## src/rtl/trigger_catcher_mc.sv

```systemverilog
// Multi-channel trigger catcher.
// Each channel synchronises an asynchronous pulse input into the clk domain
// and detects the selected edge(s). It emits a one-cycle trigger followed by a
// programmable dead time, and keeps a saturating trigger count plus a sticky
// flag for edges that arrived while the dead time was still running.
module trigger_catcher_mc #(
  parameter int NCH         = 4,
  parameter int SYNC_STAGES = 2,
  parameter int HOLDOFF_W   = 8,
  parameter int CNT_W       = 16
) (
  input  logic                 clk,
  input  logic                 rst,
  input  logic                 enable,
  input  logic [1:0]           edge_mode,
  input  logic [HOLDOFF_W-1:0] holdoff,
  input  logic                 count_clr,
  input  logic [NCH-1:0]       pulse_in,
  output logic [NCH-1:0]       trigger,
  output logic                 trig_any,
  output logic [NCH-1:0]       lost,
  output logic [NCH*CNT_W-1:0] trig_count
);

  localparam logic [1:0] MODE_RISE = 2'b00;
  localparam logic [1:0] MODE_FALL = 2'b01;
  localparam logic [1:0] MODE_BOTH = 2'b10;

  assign trig_any = |trigger;

  for (genvar i = 0; i < NCH; i++) begin : g_ch
    logic [SYNC_STAGES-1:0] sync_q;
    logic                   d_q;
    logic [HOLDOFF_W-1:0]   hold_q;
    logic [CNT_W-1:0]       cnt_q;
    logic                   trig_q;
    logic                   lost_q;
    logic                   s_n;
    logic                   rise;
    logic                   fall;
    logic                   raw_edge;
    logic                   hold_idle;
    logic                   qual;
    logic                   blocked;

    assign s_n       = sync_q[SYNC_STAGES-1];
    assign rise      = s_n & ~d_q;
    assign fall      = ~s_n & d_q;
    assign hold_idle = (hold_q == '0);
    assign qual      = raw_edge & enable & hold_idle;
    assign blocked   = raw_edge & enable & ~hold_idle;

    // Select which transitions count as an edge for the current mode.
    always_comb begin
      raw_edge = 1'b0;
      case (edge_mode)
        MODE_RISE: raw_edge = rise;
        MODE_FALL: raw_edge = fall;
        MODE_BOTH: raw_edge = rise | fall;
        default:   raw_edge = 1'b0;
      endcase
    end

    // Synchroniser chain plus the previous-sample flop. It keeps running even
    // while disabled, so re-enabling cannot manufacture a stale edge.
    always_ff @(posedge clk or posedge rst) begin
      if (rst) begin
        sync_q <= '0;
        d_q    <= 1'b0;
      end else begin
        sync_q <= {sync_q[SYNC_STAGES-2:0], pulse_in[i]};
        d_q    <= s_n;
      end
    end

    // Trigger pulse and dead-time counter; the counter reloads on a trigger
    // and otherwise drains toward zero regardless of enable.
    always_ff @(posedge clk or posedge rst) begin
      if (rst) begin
        trig_q <= 1'b0;
        hold_q <= '0;
      end else begin
        trig_q <= qual;
        if (qual)
          hold_q <= holdoff;
        else if (!hold_idle)
          hold_q <= hold_q - 1'b1;
      end
    end

    // Saturating trigger count and sticky lost flag; a clear wins over a
    // coincident update.
    always_ff @(posedge clk or posedge rst) begin
      if (rst) begin
        cnt_q  <= '0;
        lost_q <= 1'b0;
      end else if (count_clr) begin
        cnt_q  <= '0;
        lost_q <= 1'b0;
      end else begin
        if (qual && (cnt_q != {CNT_W{1'b1}}))
          cnt_q <= cnt_q + 1'b1;
        if (blocked)
          lost_q <= 1'b1;
      end
    end

    assign trigger[i]                  = trig_q;
    assign lost[i]                     = lost_q;
    assign trig_count[i*CNT_W +: CNT_W] = cnt_q;
  end

endmodule
```

## config.mk

```make
export PLATFORM = sky130hd
export DESIGN_NAME = trigger_catcher_mc
export DESIGN_NICKNAME = d
export VERILOG_FILES = /design/src/rtl/trigger_catcher_mc.sv
export SDC_FILE = /design/constraint.sdc
export NUM_CORES = 1
export LEC_CHECK = 0
export CAP_MARGIN = 20
export CORE_AREA = 2 2 109 111
export CTS_BUF_LIST = sky130_fd_sc_hd__clkbuf_2 sky130_fd_sc_hd__clkbuf_4 sky130_fd_sc_hd__clkbuf_8
export CTS_CLUSTER_DIAMETER = 120
export CTS_CLUSTER_SIZE = 8
export DETAILED_ROUTE_END_ITERATION = 12
export DIE_AREA = 0 0 111 113
export GPL_ROUTABILITY_DRIVEN = 0
export GPL_TIMING_DRIVEN = 0
export PLACE_DENSITY = 0.86
export REMOVE_ABC_BUFFERS = 1
export SETUP_SLACK_MARGIN = 0.4
export SYNTH_ARGS = -nofsm -noshare
export SYNTH_HDL_FRONTEND = slang
export SYNTH_SLANG_ARGS = --single-unit
```

## constraint.sdc

```tcl
create_clock -name clk -period 4.7 [get_ports clk]
set_input_delay 0.47 -clock clk [delete_from_list [all_inputs] [get_ports clk]]
set_output_delay 0.47 -clock clk [all_outputs]
set_load 0.05 [all_outputs]
```

==> impl_metrics.prom, run 1 <==
# TYPE chip_impl_metric gauge
chip_impl_info{name="run_status",value="finished, final reports clean"} 1
chip_impl_metric{name="postCtsSetupRepairBufs",unit=""} 0
chip_impl_metric{name="hold_buffers",unit=""} 0
chip_impl_metric{name="grt_start_max_net_pins",unit=""} 103
chip_impl_metric{name="finalPower",unit="W"} 0.00262
chip_impl_metric{name="dp.final_hpwl",unit="mm"} 10.9
chip_impl_metric{name="fraction_of_final_layout_cells_sized_beyond_drive_strength_1",unit=""} 0.0747
chip_impl_info{name="timing.setup.critical_path_class",value="register to register"} 1
chip_impl_metric{name="drt.antenna.violating_nets",unit=""} 0
chip_impl_metric{name="power_frac_seq",unit=""} 0.492
chip_impl_metric{name="portBuffers",unit=""} 90
chip_impl_info{name="hp-class",value="input port to asynchronous set/reset pin"} 1
chip_impl_metric{name="timing.max_cap.violations",unit=""} 0
chip_impl_metric{name="cts-buffers-inserted",unit=""} 17
chip_impl_metric{name="hold_viol",unit=""} 0
chip_impl_metric{name="timing.final.setup_violations",unit=""} 0
chip_impl_metric{name="drt-pass1-iter-count",unit=""} 5
chip_impl_metric{name="layout_min_cycle_time",unit="ps"} 3120
chip_impl_metric{name="clkSinkCount",unit=""} 116
chip_impl_metric{name="grt_pass1_wl",unit="mm"} 26.1
chip_impl_metric{name="power.internal",unit="W"} 0.00183
chip_impl_metric{name="tightestPinTransition",unit="ps"} 924
chip_impl_metric{name="via_count",unit=""} 5851
chip_impl_metric{name="report.final.slew_viol_count",unit=""} 0
chip_impl_metric{name="p_sw",unit="W"} 0.000789
chip_impl_metric{name="finalCritPeriodShare",unit=""} 0.664
chip_impl_metric{name="regToRegSetupSlack",unit="ps"} 1580
chip_impl_metric{name="postSynthCellCount",unit=""} 697
chip_impl_metric{name="ctsResizeCount",unit=""} 0
chip_impl_metric{name="pwr-share-comb",unit=""} 0.153
chip_impl_metric{name="htree_num_levels",unit=""} 4
chip_impl_metric{name="worst-endpoint-arrival",unit="ps"} 3470
chip_impl_metric{name="path_clk_slew",unit="ps"} 70
chip_impl_metric{name="vdd_drop_max",unit="mV"} 0.203
chip_impl_metric{name="die_area",unit="sq um"} 12500
chip_impl_metric{name="vias_per_inst",unit=""} 6.27
chip_impl_metric{name="fin_skew",unit="ps"} 10.4
chip_impl_metric{name="power-per-cell-area",unit="nW/um^2"} 339
chip_impl_info{name="timing.critical_path.from_type",value="register"} 1
chip_impl_metric{name="grt_overflow",unit=""} 0
chip_impl_info{name="synth_ff_type",value="sky130_fd_sc_hd__dfrtp_1"} 1
chip_impl_metric{name="synth_to_layout_area_growth",unit="%"} 21.0
chip_impl_metric{name="p_leak",unit="nW"} 3.08
chip_impl_metric{name="ioPinCount",unit=""} 91
chip_impl_metric{name="fin_nets",unit=""} 811
chip_impl_metric{name="die-height",unit="um"} 113
chip_impl_metric{name="timing.final.ws_setup",unit="ps"} 1580
chip_impl_info{name="cts-root-buf",value="sky130_fd_sc_hd__clkbuf_8"} 1
chip_impl_metric{name="clkPwrFrac",unit=""} 0.355
chip_impl_metric{name="dp_slack",unit="ps"} 1550
chip_impl_metric{name="routedWlPerCell",unit="um"} 16.7
chip_impl_metric{name="path_max_fanout",unit=""} 18
chip_impl_metric{name="sum_of_negative_setup_slack",unit="ps"} 0
chip_impl_metric{name="ys_seq_elements",unit=""} 116
chip_impl_metric{name="std_cell_rows",unit=""} 39
chip_impl_metric{name="netSwitchingFraction",unit=""} 0.301
chip_impl_metric{name="cts_max_path_buffers",unit=""} 2
chip_impl_metric{name="maxSlewHeadroom",unit=""} 0.378
chip_impl_metric{name="fmaxAchievable",unit="MHz"} 320
chip_impl_info{name="crit_path_end_kind",value="register"} 1
chip_impl_metric{name="cp.required",unit="ps"} 5050
chip_impl_metric{name="area_of_the_core_region",unit="sq um"} 11300
chip_impl_metric{name="post_synthesis_area_per_instance",unit="sq um"} 9.18
chip_impl_metric{name="antenna_found_initial",unit=""} 0
chip_impl_info{name="grt_setup_unrepaired",value="false"} 1
chip_impl_metric{name="ys_async_sr_fraction",unit=""} 1.00
chip_impl_metric{name="worstSkewPairLatency",unit="ps"} 460
chip_impl_metric{name="drcViolationCount",unit=""} 0
chip_impl_metric{name="yosys_warnings",unit=""} 0
chip_impl_metric{name="insertedDiodeCount",unit=""} 0
chip_impl_metric{name="initialDrtViolationCount",unit=""} 394
chip_impl_metric{name="gr-usage-all-layers",unit=""} 0.258
chip_impl_metric{name="synth_area",unit="sq um"} 6400
chip_impl_metric{name="yosys.cell_types.count",unit=""} 62
chip_impl_metric{name="floorplan.initialDensity",unit=""} 0.567
chip_impl_metric{name="ys_seq_area_frac",unit=""} 0.454
chip_impl_metric{name="totalWireLength",unit="mm"} 15.6
chip_impl_metric{name="synth-edff-count",unit=""} 0
chip_impl_info{name="cts_tree",value="yes"} 1
chip_impl_metric{name="die_width",unit="um"} 111
chip_impl_metric{name="grt_pass1_vias",unit=""} 5628
[through the flow]
stage	util	instances	hold slack, ps	cell area (sq um)
after floorplan	-	665	331	6210
after global placement	0.646	898	336	7290
after detailed placement	0.651	901	338	7340
after CTS	0.686	933	282	7740
after global routing	0.686	933	301	7740
final	0.686	933	297	7740
[cell usage in the layout (no fill, tap or decap), drive strengths merged, types with 4 or more instances in the layout]
master	count
nor2	47
dfrtp	116
o211ai	4
nand2	50
a31oi	4
xor2	4
o31ai	10
inv	32
mux2i	5
or2	4
a311oi	5
mux2	7
ha	16
and4	10
nor4b	5
a211oi	5
nor3	26
and3	16
nand4	19
clkbuf	22
clkdlybuf4s50	89
nor4	12
xnor2	12
nor2b	12
o21ai	45
o21a	5
buf	4
or4	18
and2	5
a221oi	4
clkinv	6
nand3b	4
nand2b	6
nand3	35
a21oi	65
or3	25
[Yosys cell counts (11+ instances only)]
master / instances / area, sq um
sky130_fd_sc_hd__o21ai_0: 44 / 220
sky130_fd_sc_hd__nor4_1: 11 / 68.8
sky130_fd_sc_hd__ha_1: 16 / 200
sky130_fd_sc_hd__or4_1: 17 / 128
sky130_fd_sc_hd__xnor2_1: 12 / 105
sky130_fd_sc_hd__or3_1: 24 / 150
sky130_fd_sc_hd__nand3_1: 35 / 175
sky130_fd_sc_hd__nor2b_1: 12 / 75.1
sky130_fd_sc_hd__nand2_1: 50 / 188
sky130_fd_sc_hd__clkbuf_1: 18 / 67.6
sky130_fd_sc_hd__a21oi_1: 65 / 325
sky130_fd_sc_hd__nand4_1: 19 / 119
sky130_fd_sc_hd__inv_1: 31 / 116
sky130_fd_sc_hd__and3_1: 16 / 100
sky130_fd_sc_hd__dfrtp_1: 116 / 2900
sky130_fd_sc_hd__nor3_1: 26 / 130
sky130_fd_sc_hd__nor2_1: 47 / 176
[layer usage]
metal / share of wire / global-route usage / vias up
met5: 0 / 0 / -
met4: 0.039 / 0.142 / 0
met3: 0.061 / 0.0643 / 56
met2: 0.48 / 0.408 / 202
met1: 0.42 / 0.330 / 2854
li1: - / - / 2739
[final timing paths]
kind                                                from                           end  depth (start not counted)
setup / recovery           g_ch[0].hold_q[0]$_DFFE_PP0P_  g_ch[0].cnt_q[3]$_DFFE_PP0P_                          7
hold / removal                                       rst      g_ch[0].trig_q$_DFF_PP0_                          2
setup reg to reg           g_ch[0].hold_q[0]$_DFFE_PP0P_  g_ch[0].cnt_q[3]$_DFFE_PP0P_                          7
hold reg to reg              g_ch[2].sync_q[0]$_DFF_PP0_   g_ch[2].sync_q[1]$_DFF_PP0_                          0
max in group asynchronous                            rst  g_ch[3].cnt_q[4]$_DFFE_PP0P_                          3
min in group clk             g_ch[2].sync_q[0]$_DFF_PP0_   g_ch[2].sync_q[1]$_DFF_PP0_                          0
[critical path: stages (launching register included)]
cell and delay [ps]:
sky130_fd_sc_hd__dfrtp_1 420, sky130_fd_sc_hd__inv_1 70, sky130_fd_sc_hd__ha_1 180, sky130_fd_sc_hd__or4b_1 590
sky130_fd_sc_hd__nor4_4 320, sky130_fd_sc_hd__nand3_1 570, sky130_fd_sc_hd__nor4b_1 480, sky130_fd_sc_hd__mux2_2 380
[logic make-up (layout without fill, tap and decap cells)]
group | count (synthesis) | count (layout) | share of synthesized area
AND/OR/NAND/NOR | 305 | 305 | 0.266
AO/OA/AOI/OAI | 168 | 168 | 0.158
flip-flops | 116 | 116 | 0.454
buffers and inverters | 64 | 157 | 0.0485
adder cells (fa/ha/maj) | 16 | 16 | 0.0313
XOR/XNOR | 16 | 16 | 0.0219
multiplexers | 12 | 12 | 0.0201
[power groups by stage]
stage                     logic, W  clock network (W)  registers [W]
final                     0.000402           0.000930        0.00129
after global routing      0.000452           0.000991        0.00131
after CTS                 0.000403           0.000946        0.00129
after detailed placement  0.000402                  0        0.00130
after global placement    0.000369                  0        0.00129
after floorplan           0.000284                  0        0.00128
[final cells by class]
class	count	area (sq um)
inverter	32	125
multi-input combinational	517	3180
clock inverter	10	105
tap	143	179
fill	856	3540
clock buffer	22	290
sequential	116	2900
timing repair buffer	93	951
[flip-flops by register name, summed over array words and instances, names as in the netlist]
signal and cells:
g_ch.sync_q 8, g_ch.lost_q 4, g_ch.hold_q 32, g_ch.d_q 4
g_ch.trig_q 4, g_ch.cnt_q 64
(Power assumes the default switching activity.)
==> inputs of run 2 (changes only) <==
--- a/config.mk
+++ b/config.mk
@@ -6,15 +6,15 @@
 export NUM_CORES = 1
 export LEC_CHECK = 0
 export CAP_MARGIN = 20
-export CORE_AREA = 2 2 109 111
+export CORE_AREA = 2 2 115 117
 export CTS_BUF_LIST = sky130_fd_sc_hd__clkbuf_2 sky130_fd_sc_hd__clkbuf_4 sky130_fd_sc_hd__clkbuf_8
 export CTS_CLUSTER_DIAMETER = 120
 export CTS_CLUSTER_SIZE = 8
 export DETAILED_ROUTE_END_ITERATION = 12
-export DIE_AREA = 0 0 111 113
+export DIE_AREA = 0 0 117 119
 export GPL_ROUTABILITY_DRIVEN = 0
 export GPL_TIMING_DRIVEN = 0
-export PLACE_DENSITY = 0.86
+export PLACE_DENSITY = 0.82
 export REMOVE_ABC_BUFFERS = 1
 export SETUP_SLACK_MARGIN = 0.4
 export SYNTH_ARGS = -nofsm -noshare
==> constraint.sdc (replaced) <==
create_clock -name clk -period 2.6 [get_ports clk]
set_input_delay 0.26 -clock clk [delete_from_list [all_inputs] [get_ports clk]]
set_output_delay 0.26 -clock clk [all_outputs]
set_load 0.05 [all_outputs]
==> impl_metrics.prom, run 2 (synthesized netlist as in run 1, its figures left out) <==
# TYPE chip_impl_metric gauge
chip_impl_info{name="run_status",value="finished with violations"} 1
chip_impl_info{name="violated_checks",value="setup timing"} 1
chip_impl_metric{name="path_max_fanout",unit=""} 5
chip_impl_metric{name="timing.max_cap.violations",unit=""} 0
chip_impl_metric{name="cts-buffers-inserted",unit=""} 17
chip_impl_info{name="layout.cells.most_common",value="sky130_fd_sc_hd__dfrtp_1"} 1
chip_impl_metric{name="timing.final.ws_setup",unit="ps"} -25.3
chip_impl_metric{name="initialDrtViolationCount",unit=""} 549
chip_impl_metric{name="hold_buffers",unit=""} 0
chip_impl_metric{name="hold-worst-slack",unit="ps"} 235
chip_impl_metric{name="p_leak",unit="nW"} 3.44
chip_impl_metric{name="layout_min_cycle_time",unit="ps"} 2630
chip_impl_info{name="critical_path.slowest_cell",value="sky130_fd_sc_hd__or4_4"} 1
chip_impl_metric{name="maxSlewHeadroom",unit=""} 0.462
chip_impl_info{name="cts_tree",value="yes"} 1
chip_impl_info{name="worst_path_most_repeated_cell",value="sky130_fd_sc_hd__or4_4"} 1
chip_impl_metric{name="worstSkewPairLatency",unit="ps"} 450
chip_impl_metric{name="power.internal",unit="W"} 0.00355
chip_impl_metric{name="floorplan.initialDensity",unit=""} 0.497
chip_impl_metric{name="cp.required",unit="ps"} 2900
chip_impl_info{name="hp-class",value="input port to asynchronous set/reset pin"} 1
chip_impl_metric{name="vias_per_inst",unit=""} 6.25
chip_impl_metric{name="hold_viol",unit=""} 0
chip_impl_metric{name="critical_path.max_stage_delay",unit="ps"} 580
chip_impl_metric{name="clkSinkCount",unit=""} 116
chip_impl_metric{name="area_of_the_core_region",unit="sq um"} 12900
chip_impl_metric{name="fmaxAchievable",unit="MHz"} 381
chip_impl_metric{name="path_clk_slew",unit="ps"} 70
chip_impl_metric{name="drt.antenna.violating_nets",unit=""} 0
chip_impl_metric{name="drt-pass1-iter-count",unit=""} 6
chip_impl_metric{name="report.final.slew_viol_count",unit=""} 0
chip_impl_info{name="cts-root-buf",value="sky130_fd_sc_hd__clkbuf_8"} 1
chip_impl_metric{name="die_area",unit="sq um"} 13900
chip_impl_metric{name="ioPinCount",unit=""} 91
chip_impl_metric{name="insertedDiodeCount",unit=""} 0
chip_impl_info{name="crit_path_end_kind",value="register"} 1
chip_impl_metric{name="dp.final_hpwl",unit="mm"} 10.8
chip_impl_metric{name="reg2reg_depth",unit=""} 6
chip_impl_metric{name="via_count",unit=""} 6405
chip_impl_metric{name="grt_overflow",unit=""} 0
chip_impl_metric{name="fraction_of_final_layout_cells_sized_beyond_drive_strength_1",unit=""} 0.217
chip_impl_info{name="largest-register",value="g_ch.cnt_q"} 1
chip_impl_metric{name="antenna_found_initial",unit=""} 0
chip_impl_info{name="timing.critical_path.from_type",value="register"} 1
chip_impl_metric{name="grt_pass1_wl",unit="mm"} 28.7
chip_impl_info{name="grt_setup_unrepaired",value="true"} 1
chip_impl_metric{name="tightestPinTransition",unit="ps"} 800
chip_impl_metric{name="gr-usage-all-layers",unit=""} 0.259
chip_impl_metric{name="power-per-cell-area",unit="nW/um^2"} 595
chip_impl_metric{name="synth_to_layout_area_growth",unit="%"} 36.3
chip_impl_metric{name="die-height",unit="um"} 119
chip_impl_metric{name="grt_pass1_vias",unit=""} 6025
chip_impl_info{name="timing.setup.critical_path_class",value="register to register"} 1
chip_impl_metric{name="clkPwrFrac",unit=""} 0.329
chip_impl_info{name="r2r_end",value="g_ch[2].cnt_q[15]$_DFFE_PP0P_"} 1
chip_impl_metric{name="routedWlPerCell",unit="um"} 18.4
chip_impl_metric{name="finalPower",unit="W"} 0.00519
chip_impl_metric{name="pwr-share-comb",unit=""} 0.214
chip_impl_metric{name="regToRegSetupSlack",unit="ps"} -30
chip_impl_info{name="timing.rr.start",value="g_ch[2].hold_q[3]$_DFFE_PP0P_"} 1
chip_impl_metric{name="finalCritPeriodShare",unit=""} 1.01
chip_impl_info{name="cp_cell_sequence",value="or4_4, or4_4, or4_4, buf_4, nor3_4, nor3_2"} 1
chip_impl_metric{name="worst-endpoint-arrival",unit="ps"} 2930
chip_impl_metric{name="fin_skew",unit="ps"} 10.5
chip_impl_metric{name="timing.final.setup_violations",unit=""} 1
chip_impl_info{name="largestRegisters",value="g_ch.cnt_q: 64 flops, g_ch.hold_q: 32 flops, g_ch.sync_q: 8 flops"} 1
chip_impl_metric{name="std_cell_rows",unit=""} 42
chip_impl_metric{name="netSwitchingFraction",unit=""} 0.315
chip_impl_metric{name="drcViolationCount",unit=""} 0
chip_impl_metric{name="finalCoreUtilization",unit=""} 0.677
chip_impl_metric{name="portBuffers",unit=""} 90
chip_impl_metric{name="die_width",unit="um"} 117
chip_impl_metric{name="grt_start_max_net_pins",unit=""} 62
chip_impl_metric{name="largest_register_ff_count",unit=""} 64
chip_impl_info{name="layout_common_cells",value="112 x sky130_fd_sc_hd__dfrtp_1, 87 x sky130_fd_sc_hd__clkdlybuf4s50_1, 59 x sky130_fd_sc_hd__a21oi_1"} 1
chip_impl_metric{name="vdd_drop_max",unit="mV"} 0.340
chip_impl_metric{name="htree_num_levels",unit=""} 4
chip_impl_metric{name="cts_max_path_buffers",unit=""} 2
chip_impl_metric{name="power_frac_seq",unit=""} 0.458
chip_impl_metric{name="fin_nets",unit=""} 871
chip_impl_metric{name="totalWireLength",unit="mm"} 18.8
chip_impl_metric{name="p_sw",unit="W"} 0.00163
-- run 2: changes by cell type in the layout (fill, tap and decap cells not counted), moves of 5 or more --
cell,before,now
sky130_fd_sc_hd__buf_4,1,45
sky130_fd_sc_hd__buf_6,0,13
sky130_fd_sc_hd__o21ai_0,44,34
sky130_fd_sc_hd__a21oi_1,65,59
sky130_fd_sc_hd__a21oi_2,0,6
sky130_fd_sc_hd__nor3_1,26,20
sky130_fd_sc_hd__nor4_1,11,5
sky130_fd_sc_hd__inv_1,30,25
sky130_fd_sc_hd__o21ai_2,0,5
-- run 2: critical path: cells and delay by family (launching register included) --
kind,cells,cell delay (ps)
and+or+nand+nor,5,1910
DFF,1,400
buffers and inverters,1,170
-- run 2: layout make-up --
class | instances | area (sq um)
inverters | 32 | 128
repair buffers | 150 | 1430
clock inverters | 3 | 40.0
flip-flops and latches | 116 | 2910
multi-input cells | 520 | 3630
clock buffers | 28 | 360
fillers | 904 | 4160
well taps | 176 | 220
-- run 2: stage by stage --
| step | worst slack, ps | std cells | setup TNS, ps | cell area [sq um] |
|---|---|---|---|---|
| global placement | -2390 | 931 | -305080 | 7330 |
| global route | -69.3 | 1025 | -81.4 | 8720 |
| detailed placement | -502 | 934 | -6870 | 7390 |
| finish | -25.3 | 1025 | -25.3 | 8720 |
| CTS | 28.3 | 1002 | 0 | 8330 |
| floorplan | -732 | 665 | -85390 | 6210 |
-- run 2: worst max path at each step --
stage                                             start                             to  slack (ps)  cells after the start
after detailed placement  g_ch[0].hold_q[0]$_DFFE_PP0P_   g_ch[0].cnt_q[3]$_DFFE_PP0P_        -500                      7
after CTS                 g_ch[2].hold_q[3]$_DFFE_PP0P_  g_ch[2].cnt_q[13]$_DFFE_PP0P_          30                      5
after global placement                              rst   g_ch[2].cnt_q[4]$_DFFE_PP0P_       -2390                      2
final                     g_ch[2].hold_q[3]$_DFFE_PP0P_  g_ch[2].cnt_q[15]$_DFFE_PP0P_         -30                      6
after floorplan                                     rst   g_ch[0].cnt_q[0]$_DFFE_PP0P_        -730                      1
after global routing      g_ch[2].hold_q[3]$_DFFE_PP0P_  g_ch[2].cnt_q[15]$_DFFE_PP0P_         -70                      6
-- run 2: timing repair --
item,CTS,global route
endpoints found under the setup margin,71,49
buffers inserted,35,22
cloned,2,1
gates resized for setup,69,49
pin swaps,41,28
hold endpoints to repair,0,0
-- run 2: power groups by stage --
stage	registers [W]	clock network (W)	logic, W
floorplan	0.00231	0	0.000514
global placement	0.00233	0	0.000668
finish	0.00237	0.00170	0.00111
CTS	0.00233	0.00169	0.000949
detailed placement	0.00235	0	0.000729
global route	0.00241	0.00179	0.00122
-- run 2: per-layer routing --
| layer | wire, um | vias to the layer above | GRT usage |
|---|---|---|---|
| met4 | 759 | 0 | 0.117 |
| met1 | 7600 | 3160 | 0.342 |
| met3 | 1340 | 74 | 0.0646 |
| met5 | 0 | - | 0 |
| met2 | 9130 | 302 | 0.402 |
| li1 | - | 2869 | - |
